### src/rtl/input_debouncer.sv
// Per-channel 2-flop sync + stability counter; clean level and strobes move STABLE_CYCLES+2 edges after an input change.
// Latency fixed by STABLE_CYCLES; no backpressure, strobes are single-cycle and must be consumed when asserted.
module input_debouncer #(
    parameter int WIDTH         = 5,
    parameter int STABLE_CYCLES = 1000000
) (
    input  logic             clk_100mhz,
    input  logic             rst,
    input  logic [WIDTH-1:0] in_raw,
    output logic [WIDTH-1:0] in_clean,
    output logic [WIDTH-1:0] in_rise,
    output logic [WIDTH-1:0] in_fall
);

    localparam int CW = (STABLE_CYCLES > 1) ? $clog2(STABLE_CYCLES) : 1;
    localparam logic [CW-1:0] CNT_MAX = CW'(STABLE_CYCLES - 1);

    typedef enum logic {
        IDLE     = 1'b0,
        SETTLING = 1'b1
    } ch_state_e;

    logic [WIDTH-1:0] sync1;
    logic [WIDTH-1:0] sync2;
    logic [CW-1:0]    cnt [WIDTH];
    ch_state_e        ch_state [WIDTH];

    // State is implied by disagreement between the synchronised input and the clean level.
    always_comb begin
        for (int i = 0; i < WIDTH; i++) begin
            ch_state[i] = (sync2[i] != in_clean[i]) ? SETTLING : IDLE;
        end
    end

    always_ff @(posedge clk_100mhz) begin
        if (rst) begin
            sync1    <= '0;
            sync2    <= '0;
            in_clean <= '0;
            in_rise  <= '0;
            in_fall  <= '0;
            for (int i = 0; i < WIDTH; i++) begin
                cnt[i] <= '0;
            end
        end else begin
            sync1 <= in_raw;
            sync2 <= sync1;
            for (int i = 0; i < WIDTH; i++) begin
                in_rise[i] <= 1'b0;
                in_fall[i] <= 1'b0;
                case (ch_state[i])
                    IDLE: cnt[i] <= '0;
                    SETTLING: begin
                        if (cnt[i] == CNT_MAX) begin
                            in_clean[i] <= sync2[i];
                            in_rise[i]  <= sync2[i];
                            in_fall[i]  <= ~sync2[i];
                            cnt[i]      <= '0;
                        end else begin
                            cnt[i] <= cnt[i] + 1'b1;
                        end
                    end
                    default: cnt[i] <= '0;
                endcase
            end
        end
    end

endmodule

### config.mk
export PLATFORM = sky130hd
export DESIGN_NAME = input_debouncer
export DESIGN_NICKNAME = d
export VERILOG_FILES = /design/src/rtl/input_debouncer.sv
export SDC_FILE = /design/constraint.sdc
export NUM_CORES = 1
export LEC_CHECK = 0
export CORE_MARGIN = 4
export CORE_UTILIZATION = 45
export DETAILED_ROUTE_END_ITERATION = 7
export SLEW_MARGIN = 20
export SYNTH_ARGS = -nofsm -noshare
export SYNTH_HDL_FRONTEND = slang
export SYNTH_SLANG_ARGS = --single-unit
### constraint.sdc
create_clock -name clk_100mhz -period 2.2 [get_ports clk_100mhz]
set_input_delay 0.44 -clock clk_100mhz [delete_from_list [all_inputs] [get_ports clk_100mhz]]
set_output_delay 0.44 -clock clk_100mhz [all_outputs]
set_load 0.03 [all_outputs]
==> impl_summary.md, run 1 <==
Status
The flow ran to the end, and the final reports show no timing, DRC or antenna violations.

Flow run
The count of max-cap constraint violations is 0.

Power and ir drop
The power per standard cell area is approximately 750 nW/µm². The worst supply voltage drop on vdd is between 0.0004 and 0.0005 V. The total power is around 6000 µW.

The leakage power is approximately 0.0027 µW.

Cells and area
Cells fill 56.9% of the core in the end. The relative area change from synthesis to final layout is 24.0%. The number of nets at the end of the flow is ~760.

0 antenna diodes ended up in the layout. The proportion of layout cells with a drive suffix above 1 is ~7.0%. The layout has approximately 1200 filler cells. In the layout the commonest cells are sky130_fd_sc_hd__edfxtp_1 (100), sky130_fd_sc_hd__conb_1 (100), sky130_fd_sc_hd__nor2_1 (80).

Timing
The final-report setup violation count is 0. Setup repair after global routing left no endpoint under its margin. Timing would allow up to between 400 and 500 MHz. The post-layout minimum cycle time is 2.06 ns. The clock arrives with roughly 0.0048 ns of skew. The final count of hold timing violations came to 0. After layout, the worst setup slack is about 0.14 ns. The final critical path takes up 93.6% of the cycle. The final setup TNS is 0 ns. The max-slew violation total from the final report was 0.

Detailed routing
The number of vias after detailed routing is 4778. The initial detailed-routing violation count is about 280. After detailed routing, the number of remaining DRC violations is 0. After detailed routing, the average wire length per cell comes to approximately 13 µm. The detailed-routing iteration count for the pre-antenna-repair pass is 5. The vias per cell is a little over 5.

The detail route stage leaves a number of antenna-violating nets equal to 0. The sum of routed wire length over all layers is 11900 µm.

Critical path
Walking the worst path, the cells encountered are ha_1 -> nand2_1 -> or4_1 -> o21ai_2 -> buf_4 -> a21oi_1. The cell depth of the worst flop-to-flop path is 6. The arrival time at the worst endpoint is between 2 and 2.5 ns. The worst-path maximum fanout is 13. STA classifies the critical path endpoint as a flop. Setup slack on the worst reg-to-reg path comes out at roughly 0.14 ns. The startpoint identified for the worst register-to-register timing path is cnt[3][0]. The end of the worst register-to-register path is cnt[3][17]. The start-to-end type of the worst setup path is reg -> reg. The count of buffer and inverter cells on the critical path is 1. Broken down by cell family, the worst path's largest delay share belongs to simple AND/OR/NAND/NOR gates. The slowest stage of the critical path is the sky130_fd_sc_hd__or4_1 cell. The delay of the slowest critical-path stage is approximately 0.57 ns.

The kind of start point of the critical path is a flop. The data required time of the worst path is around 2.4 ns.

Synthesis
The sequential fraction of the synthesis area is between 50% and 60%. In the synthesized netlist the async set-or-reset flop fraction comes to 0%. The cell count after synthesis came out at just over 600. In the synthesized netlist the dominant register cell turns out to be sky130_fd_sc_hd__edfxtp_1.

The summed instance area of the synthesized netlist is about 6400 µm². The average instance in the mapped netlist occupies approximately 10 µm². In this run, distinct cell masters in the synthesized netlist total 39. The number of warning messages in the yosys log is 0. The number of storage elements in the synthesis netlist is ~130. The count of flip-flops with a built-in enable after synthesis is 100.

Global routing
The number of global-route vias before repair is 4573. The first-pass GRT wire length is 20700 µm. The total overflow left after global routing is 0.

The aggregate global-route resource usage is between 10% and 20%. The initial antenna violation count is 0. The maximum number of pins on one net before global-route repair is 22.

Place
The congestion estimate from routability-driven global placement came to ~0.90. The worst setup slack before clock tree synthesis is around 0.16 ns. The count of buffers from port buffering is 21.

The post-DP HPWL is between 8000 and 9000 µm.

Floorplan
The top-level port count is 22. The die area is between 15000 and 20000 µm². The die span in y is 127 µm.

From left edge to right edge, the die measures 127 µm. The initial core utilization is a little under half. The placeable core region is approximately 14000 µm². After floorplanning, the core was divided into 43 placement rows.

Min path
For hold timing, the worst endpoint is sync2[1]. The worst hold path cell count is 1. The min-delay analysis places its worst path in the category reg -> reg. The worst hold path begins at sync1[1].

Clock network
The later pin in the worst-skew pair is clocked with a latency of a little over 0.4 ns. The clock drives between 100 and 150 sinks. The count of hold buffers inserted by post-cts repair is 0. TritonCTS built the clock tree. After clock tree synthesis, the setup repair step added 0 buffers. The number of buffers inserted during clock tree synthesis is 17.

The clock passes through at most 2 buffers. The post-cts repair resize count is 0. The count of H-tree levels built during CTS is 4. The root cell of the clock tree is sky130_fd_sc_hd__clkbuf_16. Clock-pin slew was measured on the worst setup and hold paths at approximately 0.050 ns.
power breakdown:
| part | leakage, µW | internal [µW] | switching, µW |
|---|---|---|---|
| Sequential | 0.00124 | 2640 | 89.6 |
| Combinational | 0.00122 | 87.4 | 117 |
| Clock | 0.000296 | 2000 | 945 |
how the worst max path moves through the flow:
stage	slack [ns]	cells past startpoint	end	start
after detailed placement	0.16	6	cnt[3][17]	cnt[3][0]
after CTS	0.15	6	cnt[3][17]	cnt[3][0]
after global placement	0.25	5	cnt[3][5]	cnt[3][7]
final	0.14	6	cnt[3][17]	cnt[3][0]
after floorplan	0.14	5	cnt[3][12]	cnt[3][7]
after global routing	0.01	6	cnt[3][17]	cnt[3][0]
synthesized netlist by cell type (4+ instances only):
cell / instances / area share [%]
sky130_fd_sc_hd__o31ai_1: 13 / 1.5
sky130_fd_sc_hd__xnor2_1: 20 / 2.8
sky130_fd_sc_hd__nand2_1: 32 / 1.9
sky130_fd_sc_hd__nand3_1: 43 / 3.4
sky130_fd_sc_hd__nor4_1: 7 / 0.69
sky130_fd_sc_hd__and3_1: 14 / 1.4
sky130_fd_sc_hd__dfxtp_1: 25 / 7.9
sky130_fd_sc_hd__and4_1: 13 / 1.8
sky130_fd_sc_hd__nand4_1: 31 / 3.1
sky130_fd_sc_hd__clkbuf_1: 17 / 1.0
sky130_fd_sc_hd__xor2_1: 43 / 5.9
sky130_fd_sc_hd__nor2b_1: 10 / 0.99
sky130_fd_sc_hd__ha_1: 5 / 0.99
sky130_fd_sc_hd__inv_1: 12 / 0.71
sky130_fd_sc_hd__nor2_1: 80 / 4.7
sky130_fd_sc_hd__o21ai_0: 25 / 2.0
sky130_fd_sc_hd__or3_1: 16 / 1.6
sky130_fd_sc_hd__edfxtp_1: 100 / 47
sky130_fd_sc_hd__nor4b_1: 12 / 1.7
sky130_fd_sc_hd__a21oi_1: 36 / 2.8
sky130_fd_sc_hd__buf_2: 4 / 0.32
sky130_fd_sc_hd__or4_1: 14 / 1.7
sky130_fd_sc_hd__and2_1: 12 / 1.2
cells by family (layout without fill, tap and decap cells):
group / count (synthesis) / count (layout) / synth area share, %
AND/OR/NAND/NOR: 299 / 299 / 25.8
AO/OA/AOI/OAI: 76 / 76 / 6.82
adder cells (fa/ha/maj): 5 / 5 / 0.985
other: 1 / 100 / 0.0590
multiplexers: 2 / 2 / 0.315
XOR/XNOR: 63 / 63 / 8.69
flip-flops: 125 / 125 / 55.2
buffers and inverters: 34 / 89 / 2.15
stage by stage:
| stage | std cells | instance area (µm²) | hold slack [ns] |
|---|---|---|---|
| 2_1_floorplan | 704 | 6720 | 0.414 |
| 3_3_place_gp | 907 | 7260 | 0.420 |
| 3_5_place_dp | 907 | 7260 | 0.427 |
| 4_1_cts | 939 | 7870 | 0.446 |
| 5_1_grt | 939 | 7870 | 0.449 |
| 6_report | 939 | 7870 | 0.438 |
flip-flops by register name (all words and copies together) (netlist names):
name and count:
cnt 100, in_clean 5, in_fall 5, in_rise 5, sync1 5, sync2 5
metal layers:
metal,vias to the layer above,wire [µm],track usage (%)
li1,2438,-,-
met1,2244,5450,19.1
met2,75,5850,26.4
met3,21,433,3.96
met4,0,210,7.26
met5,-,0,0
worst reg2reg max path, cell delays in order (launching register included):
cell and delay (ns):
sky130_fd_sc_hd__edfxtp_1 0.40, sky130_fd_sc_hd__ha_1 0.24, sky130_fd_sc_hd__nand2_1 0.11, sky130_fd_sc_hd__or4_1 0.57, sky130_fd_sc_hd__o21ai_2 0.18, sky130_fd_sc_hd__buf_4 0.21
sky130_fd_sc_hd__a21oi_1 0.07
cell type report:
| class | count | area, µm² | share of cell area (%) |
|---|---|---|---|
| timing repair buffer | 45 | 403 | 5.12 |
| clock buffer | 23 | 448 | 5.69 |
| clock inverter | 9 | 166 | 2.11 |
| multi-input combinational | 545 | 3080 | 39.2 |
| sequential | 125 | 3500 | 44.5 |
| inverter | 12 | 45.0 | 0.572 |
| tap | 180 | 225 | 2.86 |
(Power assumes the default switching activity.)
==> run 2, diff against run 1 <==
--- a/config.mk
+++ b/config.mk
@@ -5,7 +5,7 @@
 export SDC_FILE = /design/constraint.sdc
 export NUM_CORES = 1
 export LEC_CHECK = 0
-export CORE_MARGIN = 4
+export CORE_MARGIN = 2
 export CORE_UTILIZATION = 45
 export DETAILED_ROUTE_END_ITERATION = 7
 export SLEW_MARGIN = 20
==> constraint.sdc (replaced) <==
create_clock -name clk_100mhz -period 2.2 [get_ports clk_100mhz]
set_input_delay 0.44 -clock clk_100mhz [delete_from_list [all_inputs] [get_ports clk_100mhz]]
set_output_delay 0.44 -clock clk_100mhz [all_outputs]
set_load 0.02 [all_outputs]
==> run 2 against run 1 <==
Effect of this change:
- cell count is 0.11% higher
- clock-buffer cell count decreased by 2
- sequential power is essentially flat
- die area fell by 6.2%
- largest power group unchanged
==> impl_summary.md, run 2 (synthesis gave the netlist of run 1 again) <==
Detailed routing
The detail-routed net length per standard cell is 12.5 µm (-1.7%). The count of unresolved DRC violations after routing came to 0 (unchanged). The number of vias after detailed routing is 4781 (+0.063%). The number of routed nets with antenna violations was 0 (unchanged). The sum of routed wire length over all layers is 11800 µm (-1.6%).

The vias per cell is 5.09 (about the same). The initial detailed-routing violation count is 325 (+18%). The detailed-routing iteration count for the pre-antenna-repair pass came to 4 (-1).

Global routing
The aggregate global-route resource usage is 17.1% (+1.3 points). The initial antenna violation count was 0 (unchanged). The maximum number of pins on one net before global-route repair is 22 (unchanged). The remaining global-route overflow came to 0 (unchanged).

The number of global-route vias before repair is 4489 (-1.8%). The first-pass GRT wire length came to 20400 µm (-1.4%).

Place
The cell area reported after detailed placement is 7270 µm² (+0.10%). The global placement routability congestion is 0.837 (-6.6%). The post-DP HPWL is 8280 µm (-3.8%). The count of buffers from port buffering is 21 (unchanged). The total instance count after detailed placement is 908 (+0.11%).

Cells and area
The proportion of layout cells with a drive suffix above 1 is 7.11% (+0.12 points). The final standard cell area without fillers is 7860 µm² (-0.21%). In the layout the commonest cells are sky130_fd_sc_hd__edfxtp_1 (100), sky130_fd_sc_hd__conb_1 (100), sky130_fd_sc_hd__nor2_1 (80). The final core area utilization is 56.8% (-0.12 points). The flip-flop count of the largest register, all copies and words added is 100 (unchanged). The final cell count without fillers came to 940 (+0.11%). The number of antenna diodes is 0 (unchanged). The number of nets at the end of the flow is 759 (+0.13%). The register with the most flip-flops is cnt.

From synthesis to final layout, the design area changed by 23.7%.

Clock network
The count of hold buffers inserted by post-cts repair was 0 (unchanged). The CTS sink count is 125 (unchanged). The count of H-tree levels built during CTS is 4 (unchanged). The clock insertion delay at the later pin of the skew report is 0.41 ns (about the same). The clock transition time at the flip-flop clock pins of the worst setup and hold paths came to 0.05 ns (about the same). The maximum buffer depth of the clock tree is 2 (unchanged). The number of buffers inserted during clock tree synthesis was 17 (unchanged). The clock tree from TritonCTS is built. The root cell of the clock tree is sky130_fd_sc_hd__clkbuf_16.

Floorplan
The placeable core region is 13800 µm² (unchanged). The die span in y came to 123 µm (-3.2%). The width of the die is 123 µm (-3.2%). The initial core utilization came to 45.9% (unchanged). The top-level port count is 22 (unchanged). The die area is 15100 µm² (-6.2%).

The number of rows created at floorplan is 43 (unchanged).

Timing
The remaining max-slew budget at the tightest pin is between 60% and 70%. The max-slew violation total from the final report was 0 (unchanged). The final-report setup violation count is 0 (unchanged).

The final count of hold timing violations is 0 (unchanged). At the pin with the least slew margin, the transition time is between 0.4 and 0.5 ns. The setup skew after layout was 0.00538 ns (+0.000602 ns). The fmax is 496 MHz (+2.1%).

Setup repair after global routing left no endpoint under its margin. The post-layout minimum cycle time is 2.02 ns (-0.0433 ns). The final setup TNS is 0 ns (unchanged). The portion of the clock cycle consumed by the worst path in the final layout came to 91.6% (-2.0 points).

Critical path
The data required time of the worst path is 2.36 ns (about the same). The worst setup path is launched from a flop. The cell depth of the worst flop-to-flop path is 5 (-1).

The sort of element at the end of the critical path is a flop. The worst-path maximum fanout was 12 (-1). The arrival time at the worst endpoint is 2.18 ns (-0.02 ns). The setup path with the least slack is of type reg -> reg.

Power and ir drop
The leakage power is 0.00274 µW (-0.29%). The power per standard cell area is 733 nW/µm² (-1.8%). The worst supply voltage drop on vdd came to 0.000460 V (+4.4%).

Min path
The path class of the lowest-slack min-delay path is reg -> reg. The worst hold path cell count is 1 (unchanged).

Flow run
The count of max-cap constraint violations is 0 (unchanged).

Status
The run finished with clean final reports.
==> run 2: changes by cell type in the layout (fill, tap and decap cells not counted) <==
cell,previous run,this run
sky130_fd_sc_hd__bufinv_16,5,4
sky130_fd_sc_hd__ha_2,0,1
sky130_fd_sc_hd__clkinv_1,3,6
sky130_fd_sc_hd__clkbuf_1,6,4
sky130_fd_sc_hd__buf_4,23,24
sky130_fd_sc_hd__ha_1,5,4
==> run 2: repair_timing <==
action                                 CTS  global route
gates resized for setup                  0             1
endpoints found under the hold margin    0             0
setup endpoints to repair                0             1
buffers inserted                         0             0
==> run 2: routing by layer <==
metal	GRT usage, %	share of wire (%)	vias up
li1	-	-	2435
met1	21.7	47	2270
met2	28.0	48	62
met3	4.00	3.1	14
met4	7.47	1.5	0
met5	0	0	-
==> run 2: critical path: stages, from the launching register on <==
cell	delay [ns]
sky130_fd_sc_hd__edfxtp_1	0.44
sky130_fd_sc_hd__or3b_1	0.42
sky130_fd_sc_hd__or4_1	0.46
sky130_fd_sc_hd__o21ai_2	0.18
sky130_fd_sc_hd__buf_4	0.20
sky130_fd_sc_hd__nor2_1	0.07
==> run 2: stage by stage <==
step	hold slack (ns)	setup slack, ns	power (µW)
finish	0.439	0.185	5760
global route	0.455	0.0447	5960
CTS	0.442	0.167	5810
detailed placement	0.436	0.187	2980
global placement	0.420	0.247	2970
floorplan	0.414	0.143	2900
==> run 2: where the power goes <==
part           switching, µW  internal (µW)  total, µW
sequential              88.4           2640       2730
clock                    953           1870       2820
combinational            119           88.2        207
==> run 2: cell type report <==
type                       count  area [µm²]
tap                          180         225
multi-input combinational    545        3090
clock buffer                  21         440
fill                        1252        5970
clock inverter                11         148
sequential                   125        3500
inverter                      12        45.0
timing repair buffer          46         410
==> run 2: path summary, 6_finish.rpt <==
kind	from	end	slack, ns
worst max-delay path	cnt[3][7]	cnt[3][4]	0.18
worst min-delay path	sync1[1]	sync2[1]	0.44
worst max register to register	cnt[3][7]	cnt[3][4]	0.18
worst min register to register	sync1[1]	sync2[1]	0.44
==> run 3, diff against run 2 <==
--- a/config.mk
+++ b/config.mk
@@ -7,6 +7,7 @@
 export LEC_CHECK = 0
 export CORE_MARGIN = 2
 export CORE_UTILIZATION = 45
+export CTS_BUF_LIST = sky130_fd_sc_hd__clkbuf_16
 export DETAILED_ROUTE_END_ITERATION = 7
 export SLEW_MARGIN = 20
 export SYNTH_ARGS = -nofsm -noshare
==> run 3 against run 2 <==
Effect of this change:
- sequential power about the same
- utilization unchanged
- worst setup slack about the same
- total power shrank 0.30%
- critical endpoint is now cnt[3][16]
- highest routed layer unchanged
==> impl_summary.md, run 3 (synthesis gave the netlist of run 1 again) <==
Floorplan
The top-level port count is 22 (unchanged). The die span in y is 123 µm (unchanged). The initial core utilization is 45.9% (unchanged). The placeable core region is 13800 µm² (unchanged).

The number of rows created at floorplan is 43 (unchanged). The width of the die was 123 µm (unchanged). The die area is 15100 µm² (unchanged).

Cells and area
The proportion of layout cells with a drive suffix above 1 came to 7.11% (unchanged). The number of inserted filler cells in the final layout came to 1252 (unchanged). The flip-flop count of the largest register, all copies and words added was 100 (unchanged). The multi-input logic area is 3090 µm² (unchanged). The number of antenna diodes is 0 (unchanged). The register with the most flip-flops is cnt. The library cells used most frequently in the layout, excluding fill and tap cells, are sky130_fd_sc_hd__edfxtp_1 (100), sky130_fd_sc_hd__conb_1 (100), sky130_fd_sc_hd__nor2_1 (80). The final core area utilization was 56.8% (unchanged). The number of nets at the end of the flow is 759 (unchanged). The relative area change from synthesis to final layout is 23.7% (unchanged). The storage element area is 3500 µm² (unchanged).

Min path
The endpoint of the worst hold path is sync2[1]. The worst hold path begins at sync1[1]. The worst hold path cell count is 1 (unchanged).

The worst hold path belongs to the class reg -> reg.

Timing
The max-slew violation total from the final report is 0 (unchanged). The fmax is 496 MHz (about the same). The post-layout minimum cycle time is 2.02 ns (-0.000160 ns).

The final-report setup violation count is 0 (unchanged). The final count of hold timing violations came to 0 (unchanged). The remaining max-slew budget at the tightest pin is 66.7% (unchanged). The post-route worst setup slack is 0.185 ns (+0.000160 ns). Setup repair after global routing left no endpoint under its margin.

The portion of the clock cycle consumed by the worst path in the final layout was 91.6% (about the same). The worst hold-check slack is 0.439 ns (unchanged). The final setup TNS is 0 ns (unchanged).

The transition time at the pin with the least slew margin is 0.494 ns (unchanged). The setup skew after layout is 0.00523 ns (-0.000151 ns).

Detailed routing
The sum of routed wire length over all layers came to 11800 µm (about the same). The detailed-routing iteration count for the pre-antenna-repair pass is 4 (unchanged). The initial detailed-routing violation count is 327 (+0.62%). The number of vias after detailed routing is 4778 (-0.063%). The vias per cell came to 5.08 (about the same). The number of routed nets with antenna violations is 0 (unchanged). The amount of wire on met2 after detailed routing is 5660 µm (unchanged). Routed signal wires occupy layers up through met4. The wire length on met1 is 5550 µm (about the same). The detail-routed net length per standard cell is 12.5 µm (about the same).

The routed wire length on met3 is 370 µm (+1.1%). The count of unresolved DRC violations after routing was 0 (unchanged).

Critical path
The end of the worst register-to-register path is cnt[3][16]. The cell depth of the worst flop-to-flop path was 5 (unchanged). Traced cell by cell, the critical path runs through or3b_1 -> or4_1 -> o21ai_2 -> buf_4 -> a21oi_1. The arrival time at the worst endpoint is 2.17 ns (about the same). The worst-path maximum fanout is 12 (unchanged). The data required time of the worst path is 2.36 ns (about the same). The startpoint of the worst register-to-register path is cnt[3][7]. Grouping stages by cell kind, the critical path spends the most delay in simple AND/OR/NAND/NOR gates.

The kind of start point of the critical path is a flop. The slowest stage of the critical path belongs to the cell sky130_fd_sc_hd__or4_1. The count of buffer and inverter cells on the critical path is 1 (unchanged). The minimum setup slack among reg-to-reg paths is 0.18 ns (about the same). The start-to-end type of the worst setup path is reg -> reg. The delay of the slowest critical-path stage was 0.46 ns (about the same). The sort of element at the end of the critical path is a flop.

Clock network
TritonCTS built the clock tree. The count of hold buffers inserted by post-cts repair is 0 (unchanged). The CTS sink count is 125 (unchanged). The number of buffers inserted to repair setup after CTS is 0 (unchanged).

The root cell of the clock tree is sky130_fd_sc_hd__clkbuf_16. The clock transition time at the flip-flop clock pins of the worst setup and hold paths was 0.05 ns (about the same). The maximum buffer depth of the clock tree was 2 (unchanged). The number of buffers inserted during clock tree synthesis is 17 (unchanged). The count of H-tree levels built during CTS is 4 (unchanged). The clock insertion delay at the later pin of the skew report is 0.41 ns (about the same).

Place
The count of buffers from port buffering is 21 (unchanged). The worst setup slack before clock tree synthesis was 0.187 ns (unchanged). The global placement routability congestion came to 0.837 (unchanged). The post-DP HPWL was 8280 µm (unchanged).

Status
The flow ran to the end, and the final reports show no timing, DRC or antenna violations.

Global routing
The remaining global-route overflow was 0 (unchanged). The initial antenna violation count is 0 (unchanged). The first-pass GRT wire length is 20400 µm (unchanged). The number of global-route vias before repair came to 4489 (unchanged). The maximum number of pins on one net before global-route repair is 22 (unchanged). The aggregate global-route resource usage was 17.1% (unchanged).

Power and ir drop
The power per standard cell area is 731 nW/µm² (-0.30%). The worst supply voltage drop on vdd is 0.000460 V (about the same). The leakage power is 0.00276 µW (+0.61%).

Flow run
The count of max-cap constraint violations is 0 (unchanged).
==> run 3: cell count changes in the layout (fill, tap and decap cells not counted) <==
cell and delta:
sky130_fd_sc_hd__inv_1 +4, sky130_fd_sc_hd__clkbuf_1 -4
==> run 3: per-stage QoR <==
step	cell area [µm²]	total power, µW	cells
6_report	7860	5740	940
3_5_place_dp	7270	2980	908
5_1_grt	7860	5940	940
3_3_place_gp	7270	2970	908
2_1_floorplan	6720	2900	704
4_1_cts	7860	5790	940
==> run 3: layer usage <==
layer	track usage (%)	up-vias
met4	7.47	0
li1	-	2435
met2	28.0	71
met5	0	-
met3	4.00	14
met1	21.7	2258
==> run 3: cell type report <==
| class | count | share of cell area (%) |
|---|---|---|
| clock buffers | 17 | 5.41 |
| clock inverters | 15 | 2.07 |
| inverters | 12 | 0.573 |
| multi-input cells | 545 | 39.3 |
| flip-flops and latches | 125 | 44.6 |
| well taps | 180 | 2.87 |
| repair buffers | 46 | 5.22 |
==> run 3: how the worst max path moves through the flow <==
stage | startpoint | to | depth (start not counted)
2_1_floorplan | cnt[3][7] | cnt[3][12] | 5
3_3_place_gp | cnt[3][7] | cnt[3][5] | 5
3_5_place_dp | cnt[3][0] | cnt[3][4] | 6
4_1_cts | cnt[3][7] | cnt[3][4] | 5
5_1_grt | cnt[3][0] | cnt[3][16] | 6
6_report | cnt[3][7] | cnt[3][16] | 5
==> run 3: timing repair <==
action	in CTS	in global routing
hold endpoints to repair	0	0
gates resized for setup	0	1
endpoints found under the setup margin	0	1
==> run 3: power breakdown <==
| part | internal, µW | switching [µW] | total, µW |
|---|---|---|---|
| registers | 2640 | 88.3 | 2730 |
| logic | 88.2 | 119 | 207 |
| clock network | 1850 | 954 | 2800 |
